[src/rtl/simple_processor_pkg.sv]
// Shared types for the simple processor: operation codes, instruction field
// positions, the decoded-instruction bundle and the decode-stage skid states.
package simple_processor_pkg;

  localparam int FUNC_LSB = 0;
  localparam int RD_LSB   = 5;
  localparam int RS1_LSB  = 10;
  localparam int RS2_LSB  = 15;
  localparam int IMM_LSB  = 20;
  localparam int RSVD_LSB = 26;

  localparam int FUNC_W = 5;
  localparam int REG_W  = 5;
  localparam int IMM_W  = 6;

  typedef enum logic [4:0] {
    ADD     = 5'd0,
    ADDI    = 5'd1,
    SUB     = 5'd2,
    AND     = 5'd3,
    OR      = 5'd4,
    XOR     = 5'd5,
    NOT     = 5'd6,
    SLL     = 5'd7,
    SLLI    = 5'd8,
    SLR     = 5'd9,
    SLRI    = 5'd10,
    LOAD    = 5'd11,
    STORE   = 5'd12,
    INVALID = 5'd31
  } func_t;

  typedef struct packed {
    func_t            func;
    logic [REG_W-1:0] rd;
    logic [REG_W-1:0] rs1;
    logic [REG_W-1:0] rs2;
    logic [IMM_W-1:0] imm;
    logic             we;
    logic             illegal;
  } dec_instr_t;

  typedef enum logic [1:0] {
    S_EMPTY = 2'd0,
    S_ONE   = 2'd1,
    S_TWO   = 2'd2
  } skid_state_t;

  localparam dec_instr_t DEC_RESET = '{
    func: ADD, rd: 5'd0, rs1: 5'd0, rs2: 5'd0, imm: 6'd0, we: 1'b0, illegal: 1'b0
  };

  // Forms that carry an immediate instead of a second source register.
  function automatic logic is_imm_form(input func_t f);
    logic r;
    case (f)
      ADDI, SLLI, SLRI, LOAD, STORE: r = 1'b1;
      default:                       r = 1'b0;
    endcase
    return r;
  endfunction

endpackage

[src/rtl/instr_decode_stage_decoder.sv]
// Combinational instruction decoder: raw instruction word -> dec_instr_t.
// Illegal words collapse to an all-zero INVALID bundle with illegal set.
module instr_decoder
  import simple_processor_pkg::*;
#(
  parameter int DATA_WIDTH = 32
) (
  input  logic [DATA_WIDTH-1:0] instr,
  output dec_instr_t            dec
);

  logic [FUNC_W-1:0] code;
  logic              rsvd_set;

  assign code     = instr[FUNC_LSB +: FUNC_W];
  assign rsvd_set = |instr[DATA_WIDTH-1:RSVD_LSB];

  always_comb begin
    dec = '{func: INVALID, rd: 5'd0, rs1: 5'd0, rs2: 5'd0, imm: 6'd0,
            we: 1'b0, illegal: 1'b1};
    if (!rsvd_set && (code <= 5'd12)) begin
      dec.func    = func_t'(code);
      dec.rd      = instr[RD_LSB  +: REG_W];
      dec.rs1     = instr[RS1_LSB +: REG_W];
      dec.rs2     = instr[RS2_LSB +: REG_W];
      dec.imm     = instr[IMM_LSB +: IMM_W];
      dec.we      = (func_t'(code) != STORE);
      dec.illegal = 1'b0;
      if (is_imm_form(func_t'(code))) begin
        dec.rs2 = 5'd0;
      end else begin
        dec.imm = 6'd0;
      end
      // NOT has a single source operand.
      if (func_t'(code) == NOT) begin
        dec.rs2 = 5'd0;
      end else begin
        dec.rs2 = dec.rs2;
      end
    end else begin
      dec.illegal = 1'b1;
    end
  end

endmodule

[src/rtl/instr_decode_stage.sv]
// Decode stage: decodes fetch words and presents them to execute from a
// registered output backed by a 2-entry skid buffer. Optional statistics
// counters are enabled with the DECODE_STATS_EN macro.
module instr_decode_stage
  import simple_processor_pkg::*;
#(
  parameter int DATA_WIDTH = 32,
  parameter int REG_ADDR_W = 5,
  parameter int CNT_W      = 16
) (
  input  logic                  clk_i,
  input  logic                  arst_i,
  input  logic                  flush_i,
  input  logic [DATA_WIDTH-1:0] instr_i,
  input  logic                  instr_valid_i,
  output logic                  instr_ready_o,
  output logic                  dec_valid_o,
  input  logic                  dec_ready_i,
  output func_t                 func_o,
  output logic [REG_ADDR_W-1:0] rd_addr_o,
  output logic [REG_ADDR_W-1:0] rs1_addr_o,
  output logic [REG_ADDR_W-1:0] rs2_addr_o,
  output logic [5:0]            imm_o,
  output logic                  we_o,
  output logic                  illegal_o
`ifdef DECODE_STATS_EN
  , output logic [CNT_W-1:0]    dec_count_o,
  output logic [CNT_W-1:0]      illegal_count_o
`endif
);

  skid_state_t state_r, next_state;
  dec_instr_t  dec, out_r, skid_r;
  logic        dec_valid_r, instr_ready_r;
  logic        in_xfer, out_xfer;
  logic        load_out, load_skid, skid_to_out;

  instr_decoder #(.DATA_WIDTH(DATA_WIDTH)) u_decoder (
    .instr (instr_i),
    .dec   (dec)
  );

  assign in_xfer  = instr_valid_i & instr_ready_r;
  assign out_xfer = dec_valid_r & dec_ready_i;

  always_comb begin
    next_state  = state_r;
    load_out    = 1'b0;
    load_skid   = 1'b0;
    skid_to_out = 1'b0;
    if (flush_i) begin
      next_state = S_EMPTY;
    end else begin
      case (state_r)
        S_EMPTY: begin
          if (in_xfer) begin
            load_out   = 1'b1;
            next_state = S_ONE;
          end else begin
            next_state = S_EMPTY;
          end
        end
        S_ONE: begin
          if (in_xfer && out_xfer) begin
            load_out   = 1'b1;
            next_state = S_ONE;
          end else if (in_xfer) begin
            load_skid  = 1'b1;
            next_state = S_TWO;
          end else if (out_xfer) begin
            next_state = S_EMPTY;
          end else begin
            next_state = S_ONE;
          end
        end
        S_TWO: begin
          if (out_xfer) begin
            skid_to_out = 1'b1;
            next_state  = S_ONE;
          end else begin
            next_state = S_TWO;
          end
        end
        default: next_state = S_EMPTY;
      endcase
    end
  end

  // Valid and ready are registered copies of the next state.
  always_ff @(posedge clk_i or posedge arst_i) begin
    if (arst_i) begin
      state_r       <= S_EMPTY;
      dec_valid_r   <= 1'b0;
      instr_ready_r <= 1'b1;
    end else begin
      state_r       <= next_state;
      dec_valid_r   <= (next_state != S_EMPTY);
      instr_ready_r <= (next_state != S_TWO);
    end
  end

  // Output register and skid entry.
  always_ff @(posedge clk_i or posedge arst_i) begin
    if (arst_i) begin
      out_r  <= DEC_RESET;
      skid_r <= DEC_RESET;
    end else begin
      if (load_out) begin
        out_r <= dec;
      end else if (skid_to_out) begin
        out_r <= skid_r;
      end
      if (load_skid) begin
        skid_r <= dec;
      end
    end
  end

`ifdef DECODE_STATS_EN
  logic [CNT_W-1:0] dec_count_r, illegal_count_r;

  // Saturating counters; flush does not clear them.
  always_ff @(posedge clk_i or posedge arst_i) begin
    if (arst_i) begin
      dec_count_r     <= {CNT_W{1'b0}};
      illegal_count_r <= {CNT_W{1'b0}};
    end else begin
      if (out_xfer && (dec_count_r != {CNT_W{1'b1}})) begin
        dec_count_r <= dec_count_r + {{(CNT_W-1){1'b0}}, 1'b1};
      end
      if (out_xfer && out_r.illegal && (illegal_count_r != {CNT_W{1'b1}})) begin
        illegal_count_r <= illegal_count_r + {{(CNT_W-1){1'b0}}, 1'b1};
      end
    end
  end

  assign dec_count_o     = dec_count_r;
  assign illegal_count_o = illegal_count_r;
`endif

  assign instr_ready_o = instr_ready_r;
  assign dec_valid_o   = dec_valid_r;
  assign func_o        = out_r.func;
  assign rd_addr_o     = out_r.rd;
  assign rs1_addr_o    = out_r.rs1;
  assign rs2_addr_o    = out_r.rs2;
  assign imm_o         = out_r.imm;
  assign we_o          = out_r.we;
  assign illegal_o     = out_r.illegal;

endmodule

[config.mk]
export PLATFORM = sky130hd
export DESIGN_NAME = instr_decode_stage
export DESIGN_NICKNAME = d
export VERILOG_FILES = /design/src/rtl/simple_processor_pkg.sv /design/src/rtl/instr_decode_stage_decoder.sv /design/src/rtl/instr_decode_stage.sv
export SDC_FILE = /design/constraint.sdc
export NUM_CORES = 1
export LEC_CHECK = 0
export CAP_MARGIN = 20
export CELL_PAD_IN_SITES_DETAIL_PLACEMENT = 1
export CELL_PAD_IN_SITES_GLOBAL_PLACEMENT = 2
export CORE_UTILIZATION = 31
export CTS_BUF_LIST = sky130_fd_sc_hd__clkbuf_4 sky130_fd_sc_hd__clkbuf_8 sky130_fd_sc_hd__clkbuf_16
export DETAILED_ROUTE_END_ITERATION = 10
export PLACE_DENSITY = 0.89
export SLEW_MARGIN = 40
export SYNTH_ARGS = -nofsm -noshare
export SYNTH_HDL_FRONTEND = slang
export SYNTH_SLANG_ARGS = --single-unit
export TNS_END_PERCENT = 10
[constraint.sdc]
create_clock -name clk_i -period 2.5 [get_ports clk_i]
set_input_delay 0.5 -clock clk_i [delete_from_list [all_inputs] [get_ports clk_i]]
set_output_delay 0.5 -clock clk_i [all_outputs]
set_load 0.01 [all_outputs]
==> results of run 1 <==
cell usage in the layout, fill, tap and decap left out, types with 3 or more instances in the layout:
master           netlist  routed
clkdlybuf4s50_1        0      66
dfrtp_1               59      59
a22o_1                21      21
buf_4                  2      17
nand2_1               12      12
a221o_1               12      12
nor2_1                12      11
clkbuf_8               0      11
inv_1                 11      10
and2_1                10      10
a32o_1                 7       7
a31o_2                 6       6
a22oi_1                5       5
o21ai_1                5       5
nand3_1                4       4
o21ai_0                4       4
nand3b_1               3       3
nor2b_1                3       3
buf_12                 0       3
metrics by stage:
step / power, mW / hold slack [ns] / utilization [%] / worst slack [ns]
4_1_cts: 2.400 / 0.5001 / 45.82 / 0.2833
3_3_place_gp: 1.456 / 0.4630 / 43.26 / 0.07229
3_5_place_dp: 1.467 / 0.4837 / 43.26 / -0.008487
5_1_grt: 2.477 / 0.5178 / 45.82 / 0.2115
2_1_floorplan: 1.250 / 0.4495 / - / 0.5170
6_report: 2.360 / 0.4939 / 45.82 / 0.2925
logic make-up after synthesis:
logic type / share of synthesized area, %
muxes: 0.8087
buffers and inverters: 3.758
and+or+nand+nor: 13.42
AOI/OAI and AO/OA: 23.93
adders and majority gates: 0.9513
DFF: 57.14
worst max-delay path, cell delays in order:
cell	delay, ns
clkdlybuf4s50_1	0.48
nand2_1	0.07
inv_1	0.09
ha_1	0.15
nand3b_1	0.16
a21o_1	0.27
or4_4	0.56
o21ai_1	0.17
sequential cells by signal, indices dropped and copies added (netlist names):
name and count:
func_o 5, we_o 1, illegal_o 1, rs1_addr_o 5, instr_ready_o 1, rs2_addr_o 5, imm_o 6, dec_valid_o 1
skid_r 28, rd_addr_o 5, state_r 2
where the power goes:
part	internal, mW	total, mW	leakage [nW]	switching, mW
clock	0.516	0.915	0.102	0.399
combinational	0.197	0.360	0.763	0.163
sequential	1.04	1.08	0.791	0.0464
worst min path at each step:
stage	startpoint	end	slack, ns	cells past startpoint
global placement	skid_r[23]$_DFFE_PP0P_	func_o[0]$_DFFE_PP0P_	0.46	2
detailed placement	func_o[1]$_DFFE_PP0P_	func_o[1]$_DFFE_PP0P_	0.48	2
finish	skid_r[24]$_DFFE_PP0P_	func_o[1]$_DFFE_PP0P_	0.49	2
CTS	skid_r[24]$_DFFE_PP0P_	func_o[1]$_DFFE_PP0P_	0.50	2
global route	skid_r[19]$_DFFE_PP0P_	skid_r[19]$_DFFE_PP0P_	0.52	1
floorplan	skid_r[23]$_DFFE_PP0P_	func_o[0]$_DFFE_PP0P_	0.45	2
cell type report:
cell class                      count  area share (%)
Clock buffer                       11           4.021
Clock inverter                      5           1.562
Inverter                           11           1.097
Multi-Input combinational cell    138           27.38
Sequential cell                    60           39.91
Tap cell                          105           3.490
Timing Repair Buffer               86           22.53
layer usage:
| layer | GRT usage [%] | vias to the layer above | part of all wire [%] |
|---|---|---|---|
| met1 | 22.40 | 1086 | 44 |
| met3 | 4.612 | 7 | 5.0 |
| met5 | 0 | - | 0 |
| met2 | 29.62 | 55 | 50 |
| met4 | 5.385 | 0 | 1.0 |
| li1 | - | 1007 | - |
==> out/metrics.csv, run 1 <==
stage,metric,value,unit
sta,finalCritPeriodShare,88.30,%
floorplanning,start_util,32.01,%
grt,grt_max_degree,41,
sta,worstMarginPinSlew,0.5580,ns
synthesis,synth_largest_area_cell,dfrtp_1,
synthesis,yosysMostFrequentCell,dfrtp_1,
synthesis,synth_seq_area_share,57.14,%
placed_design,dp.cells,400,
cells_and_area,multi_input_area,1031,um2
cells_and_area,final_cells,416,
critical_path,arrival,2.46,ns
floorplanning,die_w,94.11,um
synthesis,ys_ff_latch,60,
critical_path,startpoint,dec_ready_i,
sta,finClkSkew,0.006686,ns
critical_path,r2r_setup_slack,0.35,ns
cells_and_area,design_area,3765,um2
sta,slew_viol_final,0,
synthesis,ys_types,46,
route,wl,7.011,mm
cells_and_area,syn_to_final_growth,43.15,%
cells_and_area,n_fill_cell,891,
critical_path,crit_required,2.75,ns
synthesis,yosysWarnings,0,
cts,numCtsBuffers,9,
sta,slew_headroom,62.32,%
synthesis,ys_top_cells_by_count,"59 x dfrtp_1, 21 x a22o_1, 12 x a221o_1, 12 x nand2_1, 12 x nor2_1",
sta,min_period,2.208,ns
synthesis,synth_ff_type,dfrtp_1,
grt,grt_overflow,0,
power_and_ir_drop,vdd_drop_max,0.3531,mV
critical_path,crit_path_end,rs2_addr_o[0]$_DFFE_PP0P_,
synthesis,syn_nets,260,
cts,post_cts_buffers,0,
cts,clk_path_buf_depth,2,
cells_and_area,nets,345,
synthesis,synth_area,2630,um2
cells_and_area,num_antenna_cells,0,
route,drcViolationCount,0,
floorplanning,fp-row-count,33,
route,vias,2155,
route,drtIter0Drc,74,
sta,setup_viol,0,
critical_path,startpoint_type,input pin,
cts,cts.htree.levels,3,
run,drv_cap,0,
critical_path,worst-r2r-cell-count,6,
floorplanning,die_area,8857,um2
grt,grt_pass1_wl,11.83,mm
synthesis,syn_area_per_cell,11.90,um2
synthesis,async_flop_share,100.0,%
floorplanning,die_y,94.11,um
status,status,"finished, final reports clean",
cts,ctsHoldBuffers,0,
floorplanning,io_pins,67,
placed_design,io_buffer_count,66,
sta,fmax,453.0,MHz
synthesis,ys_top_cells_by_area,"dfrtp_1 56%, a22o_1 7.0%, a221o_1 4.6%, a32o_1 2.7%, and2_1 2.4%",
grt,grt_usage,17.74,%
floorplanning,core-area,8217,um2
critical_path,path_class,input pin to register,
sta,rsz0062_at_grt,false,
critical_path,reg2reg_from,instr_ready_o$_DFF_PP1_,
route,avgRoutedWirePerCell,16.85,um
min_path,hp-class,register to register,
synthesis,syn_inst,221,
route,detail-route-antenna-nets,0,
placed_design,dp_hpwl,4.855,mm
critical_path,rr_endpoint,rs2_addr_o[0]$_DFFE_PP0P_,
critical_path,critPathCaptureType,register,
placed_design,place.gp.congestion,0.8612,
cts,cts-root-buf,clkbuf_8,
cells_and_area,final_layout_size_suffix_gt1_share,16.72,%
cts,clkLatencyLatePin,0.34,ns
critical_path,critPathMaxFanout,5,
synthesis,synth_edf_count,0,
cts,clk_pin_slew,0.07,ns
route,vias_per_cell,5.180,
grt,antenna_found_initial,0,
cts,cts-resized-gates,0,
route,dr.pass1.iters,4,
cts,cts_tree,done,
cells_and_area,seq_area,1503,um2
grt,grt_pass1_vias,2329,
power_and_ir_drop,power.density,627.0,nW/um2
power_and_ir_drop,cellLeakagePower,1.656,nW
synthesis,synthDominantCellAreaShare,56.14,%
cts,cts_sinks,60,
sta,hold_violations,0,
placed_design,place_area,3555,um2
sta,setup-tns-final,0,ns
(Power assumes the default switching activity.)
==> run 2: changes to the inputs <==
- CORE_UTILIZATION: 31 -> 34
- PLACE_DENSITY: 0.89 -> 0.95
- clock period: 2.5 -> 2.84 ns (I/O delays scaled with it)
==> run 2 against run 1 <==
Against the previous run: clock skew increased by 0.0022 ns; critical endpoint is now rs2_addr_o[3]$_DFFE_PP0P_; highest routed layer unchanged; sequential share of layout area increased by 0.47 points; worst setup slack improved by 0.17 ns; via count increased by 1.9%; die area decreased by 8.6%.
==> out/metrics.csv, run 2 (same netlist as run 1, synthesis figures left out) <==
stage,metric,value,unit,change
critical_path,rr_endpoint,rs2_addr_o[3]$_DFFE_PP0P_,,
sta,slew_viol_final,0,,unchanged
cells_and_area,num_antenna_cells,0,,unchanged
cells_and_area,final_common_cell,clkdlybuf4s50_1,,
cells_and_area,nets,343,,-0.58%
sta,hold_violations,0,,unchanged
sta,finClkSkew,0.008872,ns,+0.002186 ns
min_path,min_from,skid_r[23]$_DFFE_PP0P_,,
cells_and_area,largest_register,skid_r,,
floorplanning,fp-row-count,31,,-6.1%
grt,grt_most_used_layer,met2,,
grt,grt_overflow,0,,unchanged
sta,setup_ws,0.4602,ns,+0.1677 ns
min_path,holdPathEnd,func_o[0]$_DFFE_PP0P_,,
sta,slew_headroom,52.00,%,-10 points
min_path,hold_depth,2,,unchanged
placed_design,pre_cts_slack,0.1112,ns,+0.1197 ns
route,vias,2195,,+1.9%
placed_design,dp_hpwl,5.110,mm,+5.3%
cts,post_cts_buffers,0,,unchanged
placed_design,dp.cells,392,,-2.0%
status,status,"finished, final reports clean",,
grt,grt_max_degree,38,,-7.3%
critical_path,crit_required,3.10,ns,+0.35 ns
cells_and_area,fin_util,50.49,%,+4.7 points
sta,finalCritPeriodShare,83.80,%,
route,dr.pass1.iters,4,,unchanged
route,drcViolationCount,0,,unchanged
cells_and_area,seq_area,1503,um2,unchanged
sta,setup_viol,0,,unchanged
cts,cts_sinks,60,,unchanged
run,drv_cap,0,,unchanged
critical_path,reg2reg_from,instr_ready_o$_DFF_PP1_,,
route,drtIter0Drc,131,,+77%
cts,ctsHoldBuffers,0,,unchanged
sta,fmax,420.2,MHz,
cells_and_area,final_cell_mix,"66 x clkdlybuf4s50_1, 59 x dfrtp_1, 21 x a22o_1",,
floorplanning,io_pins,67,,unchanged
sta,min_period,2.380,ns,
placed_design,io_buffer_count,66,,unchanged
power_and_ir_drop,power.density,551.1,nW/um2,-12%
grt,use_met1,25.07,%,+2.7 points
placed_design,place.gp.congestion,0.8318,,-3.4%
grt,globalRouteMet2Util,30.77,%,+1.1 points
grt,met3_usage,5.161,%,+0.55 points
cts,cts-root-buf,clkbuf_8,,
floorplanning,die_area,8091,um2,-8.6%
cts,cts-resized-gates,0,,unchanged
critical_path,r2r_setup_slack,0.61,ns,+0.26 ns
cells_and_area,final_cells,408,,-1.9%
cts,clk_pin_slew,0.07,ns,about the same
sta,hold-worst-slack,0.4854,ns,-0.008498 ns
floorplanning,start_util,35.69,%,+3.7 points
floorplanning,die_y,89.95,um,-4.4%
sta,worstMarginPinSlew,0.7192,ns,+0.1612 ns
grt,antenna_found_initial,0,,unchanged
route,detail-route-antenna-nets,0,,unchanged
cells_and_area,syn_to_final_growth,41.48,%,
route,vias_per_cell,5.380,,+3.9%
cells_and_area,final_layout_size_suffix_gt1_share,16.50,%,-0.22 points
grt,grt_pass1_vias,2341,,+0.52%
floorplanning,die_w,89.95,um,-4.4%
min_path,hp-class,register to register,,
critical_path,path_class,input pin to register,,
route,avgRoutedWirePerCell,17.44,um,+3.5%
power_and_ir_drop,power.total,2.051,mW,-13%
grt,grt_usage,19.11,%,+1.4 points
critical_path,critPathCaptureType,register,,
critical_path,critPathMaxFanout,7,,+2
cts,clkLatencyLatePin,0.33,ns,about the same
route,wl,7.114,mm,+1.5%
grt,grt_pass1_wl,12.05,mm,+1.9%
floorplanning,core-area,7370,um2,-10%
power_and_ir_drop,cellLeakagePower,1.645,nW,-0.69%
power_and_ir_drop,vdd_drop_max,0.2689,mV,-24%
cells_and_area,n_fill_cell,806,,-9.5%
cells_and_area,multi_input_area,1033,um2,+0.24%
sta,rsz0062_at_grt,false,,
critical_path,worst-r2r-cell-count,7,,+1
critical_path,arrival,2.64,ns,+0.18 ns
cts,cts.htree.levels,3,,unchanged
critical_path,startpoint_type,input pin,,
cts,numCtsBuffers,9,,unchanged
cts,cts_tree,done,,
cts,clk_path_buf_depth,2,,unchanged
cells_and_area,largest_reg_flops,28,,unchanged
## run 2: through the flow
stage	area, um2	TNS [ns]
floorplan	2630	0
global placement	3520	-1.021
detailed placement	3522	0
CTS	3721	0
global route	3721	0
finish	3721	0
## run 2: layout make-up
cell class | count | area share [%]
sequential | 60 | 40.38
multi-input combinational | 138 | 27.77
timing repair buffer | 84 | 22.06
clock buffer | 9 | 3.329
tap | 99 | 3.329
clock inverter | 7 | 2.017
inverter | 11 | 1.110
## run 2: how the worst max path moves through the flow
stage                            from                   endpoint  slack [ns]  cells past startpoint
final                     dec_ready_i  rs2_addr_o[3]$_DFFE_PP0P_        0.46                      9
after global routing      dec_ready_i  rs2_addr_o[4]$_DFFE_PP0P_        0.31                      9
after CTS                 dec_ready_i  rs2_addr_o[3]$_DFFE_PP0P_        0.45                      9
after detailed placement  dec_ready_i  rs2_addr_o[3]$_DFFE_PP0P_        0.11                      9
after global placement    dec_ready_i       imm_o[5]$_DFFE_PP0P_       -0.07                      8
after floorplan                arst_i      dec_valid_o$_DFF_PP0_        0.79                      1
## run 2: critical path, cell delays in order
cell	delay, ns
clkdlybuf4s50_1	0.50
nand2_1	0.08
inv_1	0.08
ha_1	0.14
nand3b_1	0.15
a21o_1	0.24
buf_4	0.17
or4_4	0.56
o21ai_1	0.14
## run 2: report_power, final
group,internal (mW),switching (mW)
sequential,0.914,0.0420
clock,0.411,0.363
combinational,0.175,0.146
total,1.50,0.552
## run 2: metal layers
metal	vias to the layer above	routed length, um
li1	1003	-
met1	1124	3258
met2	60	3511
met3	8	271
met4	0	74
met5	-	0
